**src/rtl/fft_frame_ctrl.sv**
```systemverilog
// Frame controller between two ADC capture FIFOs and a streaming FFT core.
// Feeds exactly FRAME_LEN samples per frame, then waits for the FFT output frame.
module fft_frame_ctrl #(
    parameter int FRAME_LEN = 1024,
    parameter int DW        = 8
) (
    input  logic          Clk,
    input  logic          Reset_n,
    input  logic          start,
    input  logic          cont,
    input  logic          ch_sel,
    input  logic          abort,
    input  logic          ADC0_end,
    input  logic          ADC1_end,
    input  logic          ADC0_empty,
    input  logic          ADC1_empty,
    input  logic [DW-1:0] ADC0_FIFO_O,
    input  logic [DW-1:0] ADC1_FIFO_O,
    output logic          ADC0_rdreq,
    output logic          ADC1_rdreq,
    input  logic          sink_ready,
    output logic          sink_valid,
    output logic          sink_sop,
    output logic          sink_eop,
    output logic [DW-1:0] sink_real,
    input  logic          source_valid,
    input  logic          source_sop,
    input  logic          source_eop,
    output logic          source_ready,
    output logic          busy,
    output logic          done,
    output logic          err,
    output logic [2:0]    dbg_state
);

    localparam int CW = $clog2(FRAME_LEN) + 1;
    localparam logic [CW-1:0] LEN  = CW'(FRAME_LEN);
    localparam logic [CW-1:0] LAST = CW'(FRAME_LEN - 1);

    localparam logic [2:0] S_IDLE  = 3'd0;
    localparam logic [2:0] S_ARM   = 3'd1;
    localparam logic [2:0] S_FEED  = 3'd2;
    localparam logic [2:0] S_DRAIN = 3'd3;
    localparam logic [2:0] S_DONE  = 3'd4;

    // Handshakes: a FIFO word is read when rdreq=1 and appears on FIFO_O one
    // cycle later, which is exactly when sink_valid (registered rdreq) is high.
    // rdreq already includes sink_ready, matching the FFT's ready latency of 1.
    // An output beat transfers when source_valid=1 and source_ready=1.
    logic [2:0]    state, state_nxt;
    logic [CW-1:0] rd_cnt, out_cnt, out_cnt_nxt;
    logic          ch_lat, abort_pend;
    logic          sel_end, sel_empty, rd_issue, src_acc;

    assign sel_end   = ch_lat ? ADC1_end : ADC0_end;
    assign sel_empty = ch_lat ? ADC1_empty : ADC0_empty;

    // Gated by Reset_n so a reset mid-frame stops reads in the same cycle.
    assign rd_issue = Reset_n && (state == S_FEED) && sink_ready && !sel_empty && (rd_cnt < LEN);

    assign ADC0_rdreq   = rd_issue && !ch_lat;
    assign ADC1_rdreq   = rd_issue && ch_lat;
    assign sink_real    = ch_lat ? ADC1_FIFO_O : ADC0_FIFO_O;
    assign source_ready = (state == S_FEED) || (state == S_DRAIN);
    assign busy         = (state != S_IDLE);
    assign done         = (state == S_DONE);
    assign dbg_state    = state;

    assign src_acc     = source_valid && source_ready;
    // Index of the beat being accepted now; the sop beat is index 0.
    assign out_cnt_nxt = source_sop ? '0 : out_cnt + CW'(1);

    always_comb begin
        state_nxt = state;
        case (state)
            S_IDLE:  if (start) state_nxt = S_ARM;
            S_ARM: begin
                if (abort)        state_nxt = S_IDLE;
                else if (sel_end) state_nxt = S_FEED;
            end
            S_FEED:  if (sink_eop) state_nxt = S_DRAIN;
            S_DRAIN: if (src_acc && source_eop) state_nxt = S_DONE;
            S_DONE:  state_nxt = (cont && !abort_pend && !abort) ? S_ARM : S_IDLE;
            default: state_nxt = S_IDLE;
        endcase
    end

    always_ff @(posedge Clk) begin
        if (!Reset_n) begin
            state      <= S_IDLE;
            rd_cnt     <= '0;
            out_cnt    <= '0;
            ch_lat     <= 1'b0;
            abort_pend <= 1'b0;
            sink_valid <= 1'b0;
            sink_sop   <= 1'b0;
            sink_eop   <= 1'b0;
            err        <= 1'b0;
        end else begin
            state      <= state_nxt;
            sink_valid <= rd_issue;
            sink_sop   <= rd_issue && (rd_cnt == '0);
            sink_eop   <= rd_issue && (rd_cnt == LAST);

            if (state == S_ARM && state_nxt == S_FEED)
                rd_cnt <= '0;
            else if (rd_issue)
                rd_cnt <= rd_cnt + CW'(1);

            if (src_acc)
                out_cnt <= out_cnt_nxt;

            if (state == S_IDLE && start) begin
                ch_lat <= ch_sel;
                err    <= 1'b0;
            end else if (state == S_DONE && state_nxt == S_ARM) begin
                ch_lat <= ch_sel;
            end

            if (state == S_DRAIN && src_acc && source_eop && out_cnt_nxt != LAST)
                err <= 1'b1;

            // Abort during a frame lets the frame finish and is honoured at DONE.
            if (state == S_DONE)
                abort_pend <= 1'b0;
            else if (abort && (state == S_FEED || state == S_DRAIN))
                abort_pend <= 1'b1;
        end
    end

endmodule

```
**config.mk**
```make
export PLATFORM = sky130hd
export DESIGN_NAME = fft_frame_ctrl
export DESIGN_NICKNAME = d
export VERILOG_FILES = /design/src/rtl/fft_frame_ctrl.sv
export SDC_FILE = /design/constraint.sdc
export NUM_CORES = 1
export LEC_CHECK = 0
export ABC_AREA = 1
export BUFFER_PORTS_ARGS = -buffer_cell sky130_fd_sc_hd__buf_2
export CELL_PAD_IN_SITES_DETAIL_PLACEMENT = 1
export CELL_PAD_IN_SITES_GLOBAL_PLACEMENT = 2
export CORE_UTILIZATION = 27
export DETAILED_ROUTE_END_ITERATION = 8
export GPL_ROUTABILITY_DRIVEN = 0
export GPL_TIMING_DRIVEN = 1
export PLACE_DENSITY_LB_ADDON = 0.1
export SLEW_MARGIN = 20
export SYNTH_ARGS = -nofsm -noshare
export SYNTH_HDL_FRONTEND = slang
export SYNTH_SLANG_ARGS = --single-unit
```
**constraint.sdc**
```tcl
create_clock -name Clk -period 1.8 [get_ports Clk]
set_clock_uncertainty 0.1 [all_clocks]
set_input_delay 0.09 -clock Clk [delete_from_list [all_inputs] [get_ports Clk]]
set_output_delay 0.09 -clock Clk [all_outputs]
set_load 0.03 [all_outputs]
```
# == Word level (Yosys, flattened, before mapping) ==
# Index checks and enable logic that the tools add are counted.
# word_totals
regBits,31
in_bits,30
# classes
n_lt_le_gt_ge,1
add_sub_neg,2
n_bitwise,1
n_reduce_logical,31
n_mux,15
n_eq_ne,8
# ops
operator,count
$add 11x1->11 const B,2
$logic_and 1x1->1,19
$mux 3,5
$pmux 3 s5,1
$eq 11x10->1 const B,1
$logic_not 11->1,1
$lt 11x11->1 const B,1
$mux 11,1
$ne 11x10->1 const B,1
$eq 3x2->1 const B,3
$mux 8,1
$mux 1,7
$eq 3x1->1 const B,2
$logic_not 1->1,4
$reduce_bool 2->1,2
$reduce_or 2->1,2
$eq 3x3->1 const B,1
$logic_not 3->1,1
$reduce_bool 3->1,1
$logic_or 1x1->1,1
$not 1->1,1

# == Longest topological paths before layout ==
# depth
word_depth,10
ltp_mapped,12
mapped_depth_nobuf,12

# == Worst setup path before layout ==
# Ideal clock, no wire load.
# synth_timing
kind,register to register
from,"reg state[1], in the netlist dbg_state[1]"
to,reg out_cnt[10]
arrival_time_ps,1650
slack_ps,-20
setup_time_ps,70
required_ps,1630
path_stages_with_launch,8
period_less_slack_ps,1820
n_path_buf,1
path_cell_list,dfxtp_1 > inv_1 > nor2_2 > nand2_2 > inv_2 > buf_4 > nand2_1 > a21oi_1
# synth_between
elab_chain_cells,3
elab_cells_between_ends,4
cone_classes,2 x eq/ne; 2 x reduce/logical
# synth_lines
element,line,source
start: declaration,50,"logic [2:0] state, state_nxt;"
start signal: assignment,100,state <= state_nxt;
$eq 3x2->1,64,assign source_ready = (state == S_FEED) || (state == S_DRAIN);
$logic_or 1x1->1 *,64,
via source_ready,29,"output logic source_ready,"
$logic_and 1x1->1 *,69,assign src_acc = source_valid && source_ready;
end signal: assignment,111,out_cnt <= out_cnt_nxt;
end: declaration,51,"logic [CW-1:0] rd_cnt, out_cnt, out_cnt_nxt;"
# Mark *: on every way through the listed nets, which the timed path passes. The rest lies on a longest branch.
# A chain may end at the register's enable or synchronous reset.

# == Final worst setup path ==
# layout_timing
from,"reg state[0], in the netlist dbg_state[0]"
to,out ADC1_rdreq
# layout_between
elab_chain_cells,6
# layout_lines
element,line,source
$eq 3x2->1,59,assign rd_issue = Reset_n && (state == S_FEED) && sink_ready && !sel_empty && (rd_cnt < LEN);
$logic_and 1x1->1 (4 in a row),59,
$logic_and 1x1->1,62,assign ADC1_rdreq = rd_issue && ch_lat;
end: declaration,20,"output logic ADC1_rdreq,"
# Every way passes these cells.

==> impl_metrics.yaml <==
run_status:
  status: "complete, but fails checks"
  violations: "DRC"
floorplanning:
  die-area_mm2: 0.007203
  rows: 29
  core-area_mm2: 0.006495
  die_x_um: 84.87
  start_util: 0.2855
  chipHeight_um: 84.87
  num_io_pins: 50
logic_synthesis:
  synth_nets: 322
  synth-main-ff-cell: "dfxtp_1"
  ys_ff_latch: 31
  syn_area_mm2: 0.001854
  yosysUniqueCellTypes: 32
  synth_edf_count: 0
  synth_warnings: 0
  synthCells: 289
  avgSynthCellArea_um2: 6.416
  ys_seq_area_frac: 0.3347
  ys_async_sr_fraction: 0
layout:
  final_util: 0.3716
  nFillCells: 877
  final_cell_area_mm2: 0.002414
  final_nets: 385
  area_growth_pct: 30.16
  n_antenna_cell: 0
  fin_cells: 430
  drive_above_1_share: 0.2578
clock_tree:
  clkTransAtPathRegs_ns: 0.08
  cts_buffers: 5
  cts_tree: "yes"
  htree_levels: 2
  worstSkewPairLatency_ns: 0.29
  cts.sinks: 31
  cts.path.max_buffers: 2
  root_buffer: "clkbuf_8"
placed_design:
  hpwl_mm: 4.527
  place_ws_ns: 0.05652
  io_buffer_count: 49
  placedCellCount: 419
  place_area_mm2: 0.002237
job:
  max_cap_violations: 0
worst_hold_path:
  whs_path_depth: 3
  min_from: "source_valid"
  hp-class: "input port to flip-flop"
  min_to: "dbg_state[2]"
pwr:
  powerDensity_mw_per_mm2: 697.8
  ir_worst_vdd_mv: 0.3337
  total_leakage_power_nw: 1.109
critical_path:
  r2r_end: "rd_cnt[2]"
  cp_slowest_cell: "dfxtp_1"
  rr_worst_depth: 7
  critPathLaunchType: "flip-flop"
  required_ns: 1.61
  cpLargestDelayFamily: "simple AND/OR/NAND/NOR gates"
  crit_fanout: 9
  r2r_slack_ns: 0.18
  critical_path.cell_chain: "inv_2, nand3_4, nor3_4, inv_4, nor2_1, clkbuf_4"
  cp_data_arrival_time_ns: 1.44
  r2r_start: "dbg_state[1]"
  slowest_delay_ns: 0.34
  critical_path_class: "flip-flop to output pin"
  critPathBufInv: 3
  worstSetupEndpointType: "output pin"
timing:
  finalSetupViolCount: 0
  timing.fmax_mhz: 612.8
  timing.setup.tns_ns: 0
  rsz0062_at_grt: "no"
  min_period_ns: 1.632
  slew_violations: 0
  slew_headroom: 0.7794
  worst_slack_ns: 0.1682
  worstMarginPinSlew_ns: 0.3279
  post-route-period-util: 0.9066
  hold_violations: 0
routing:
  ant_nets: 0
  drt_iter0_drc: 34
  drt-total-wl_mm: 5.659
  vias_per_cell: 4.677
  drc_errors: 1
  dr.pass1.iters: 6
  vias: 2011
  wl_per_cell_um: 13.16
global_routing:
  grt_max_degree: 15
  overflow: 0
  antenna_found_initial: 0
  grt_usage: 0.1726
  grt_pass1_wl_mm: 9.825
  grt_pass1_vias: 2102
placed cells by master, fill, tap and decap left out, drive strengths merged:
| cell type | instances |
|---|---|
| a211oi | 1 |
| a21oi | 17 |
| a41oi | 1 |
| and3 | 1 |
| buf | 57 |
| bufinv | 1 |
| clkbuf | 8 |
| clkinv | 1 |
| dfxtp | 31 |
| dlygate4sd3 | 2 |
| ha | 3 |
| inv | 37 |
| nand2 | 97 |
| nand3 | 20 |
| nand3b | 1 |
| nand4 | 8 |
| nor2 | 35 |
| nor3 | 9 |
| nor3b | 3 |
| nor4 | 1 |
| o21ai | 11 |
| o21bai | 4 |
| o22ai | 1 |
| xor2 | 3 |
state kept, by name, summed over array words and instances (netlist names):
register    cells
abort_pend      1
ch_lat          1
dbg_state       3
err             1
out_cnt        11
rd_cnt         11
sink_eop        1
sink_sop        1
sink_valid      1
synthesized netlist by cell type, types with 2 or more instances:
library cell / n / area share
dfxtp_1: 31 / 0.33
nand4_1: 7 / 0.024
ha_1: 3 / 0.020
nor2_1: 32 / 0.065
nand3_1: 17 / 0.046
a21oi_1: 17 / 0.046
nor3_4: 2 / 0.018
nor3b_1: 2 / 0.0081
inv_2: 5 / 0.010
nand3_4: 2 / 0.019
nor2_2: 3 / 0.010
o21ai_0: 10 / 0.027
xor2_1: 3 / 0.014
nand2_1: 96 / 0.19
clkbuf_1: 2 / 0.0041
o21bai_1: 4 / 0.016
inv_1: 32 / 0.065
nor3_1: 7 / 0.019
per-layer routing:
metal | global-route usage | part of all wire | up-vias
met5 | 0 | 0 | -
met4 | 0.06471 | 0.014 | 0
met3 | 0.02918 | 0.017 | 7
met2 | 0.3067 | 0.51 | 18
met1 | 0.2089 | 0.46 | 934
li1 | - | - | 1052
how the worst max path moves through the flow:
stage / startpoint / end / slack (ns) / depth (start not counted)
6_report: dbg_state[0] / ADC1_rdreq / 0.17 / 6
5_1_grt: dbg_state[0] / ADC1_rdreq / 0.008 / 6
4_1_cts: out_cnt[1] / err / 0.03 / 12
3_5_place_dp: out_cnt[1] / err / 0.06 / 12
3_3_place_gp: out_cnt[1] / err / 0.05 / 12
2_1_floorplan: dbg_state[1] / out_cnt[10] / 0.11 / 7
logic make-up after synthesis:
logic type / Yosys count / synth area share
AO/OA/AOI/OAI: 35 / 0.1039
XOR/XNOR: 3 / 0.01417
adder cells (fa/ha/maj): 3 / 0.02025
buffers and inverters: 42 / 0.09177
flip-flops: 31 / 0.3347
AND/OR/NAND/NOR: 175 / 0.4352
tightest hold or removal path, stage by stage:
cell     delay (ns)
buf_2          0.11
nand2_1        0.09
nor3b_1        0.07
through the flow:
| step | power, mW | hold WS, ns |
|---|---|---|
| floorplan | 0.8685 | 0.1427 |
| global placement | 0.9620 | 0.2824 |
| detailed placement | 0.9647 | 0.2861 |
| CTS | 1.716 | 0.00001940 |
| global route | 1.779 | 0.02380 |
| finish | 1.684 | 0.01235 |
timing repair:
item,in CTS,in global routing
hold buffers,2,0
pin swaps,1,1
setup endpoints to repair,2,4
endpoints found under the hold margin,2,0
gates resized for setup,0,12
cloned,0,0
buffers inserted,1,0
report_power, final:
group,internal [mW],switching [mW]
clock,0.448,0.285
combinational,0.0835,0.159
sequential,0.697,0.0114
total,1.23,0.456
cell type report:
type                            instances  area (um^2)  area share
Multi-Input combinational cell        216         1086      0.4500
Sequential cell                        31        626.9      0.2597
Timing Repair Buffer                   61        345.3      0.1431
Inverter                               37        141.4     0.05858
Tap cell                               77        96.34     0.03992
Clock buffer                            6        82.58     0.03421
Clock inverter                          2        35.03     0.01452
(Power assumes the default switching activity.)
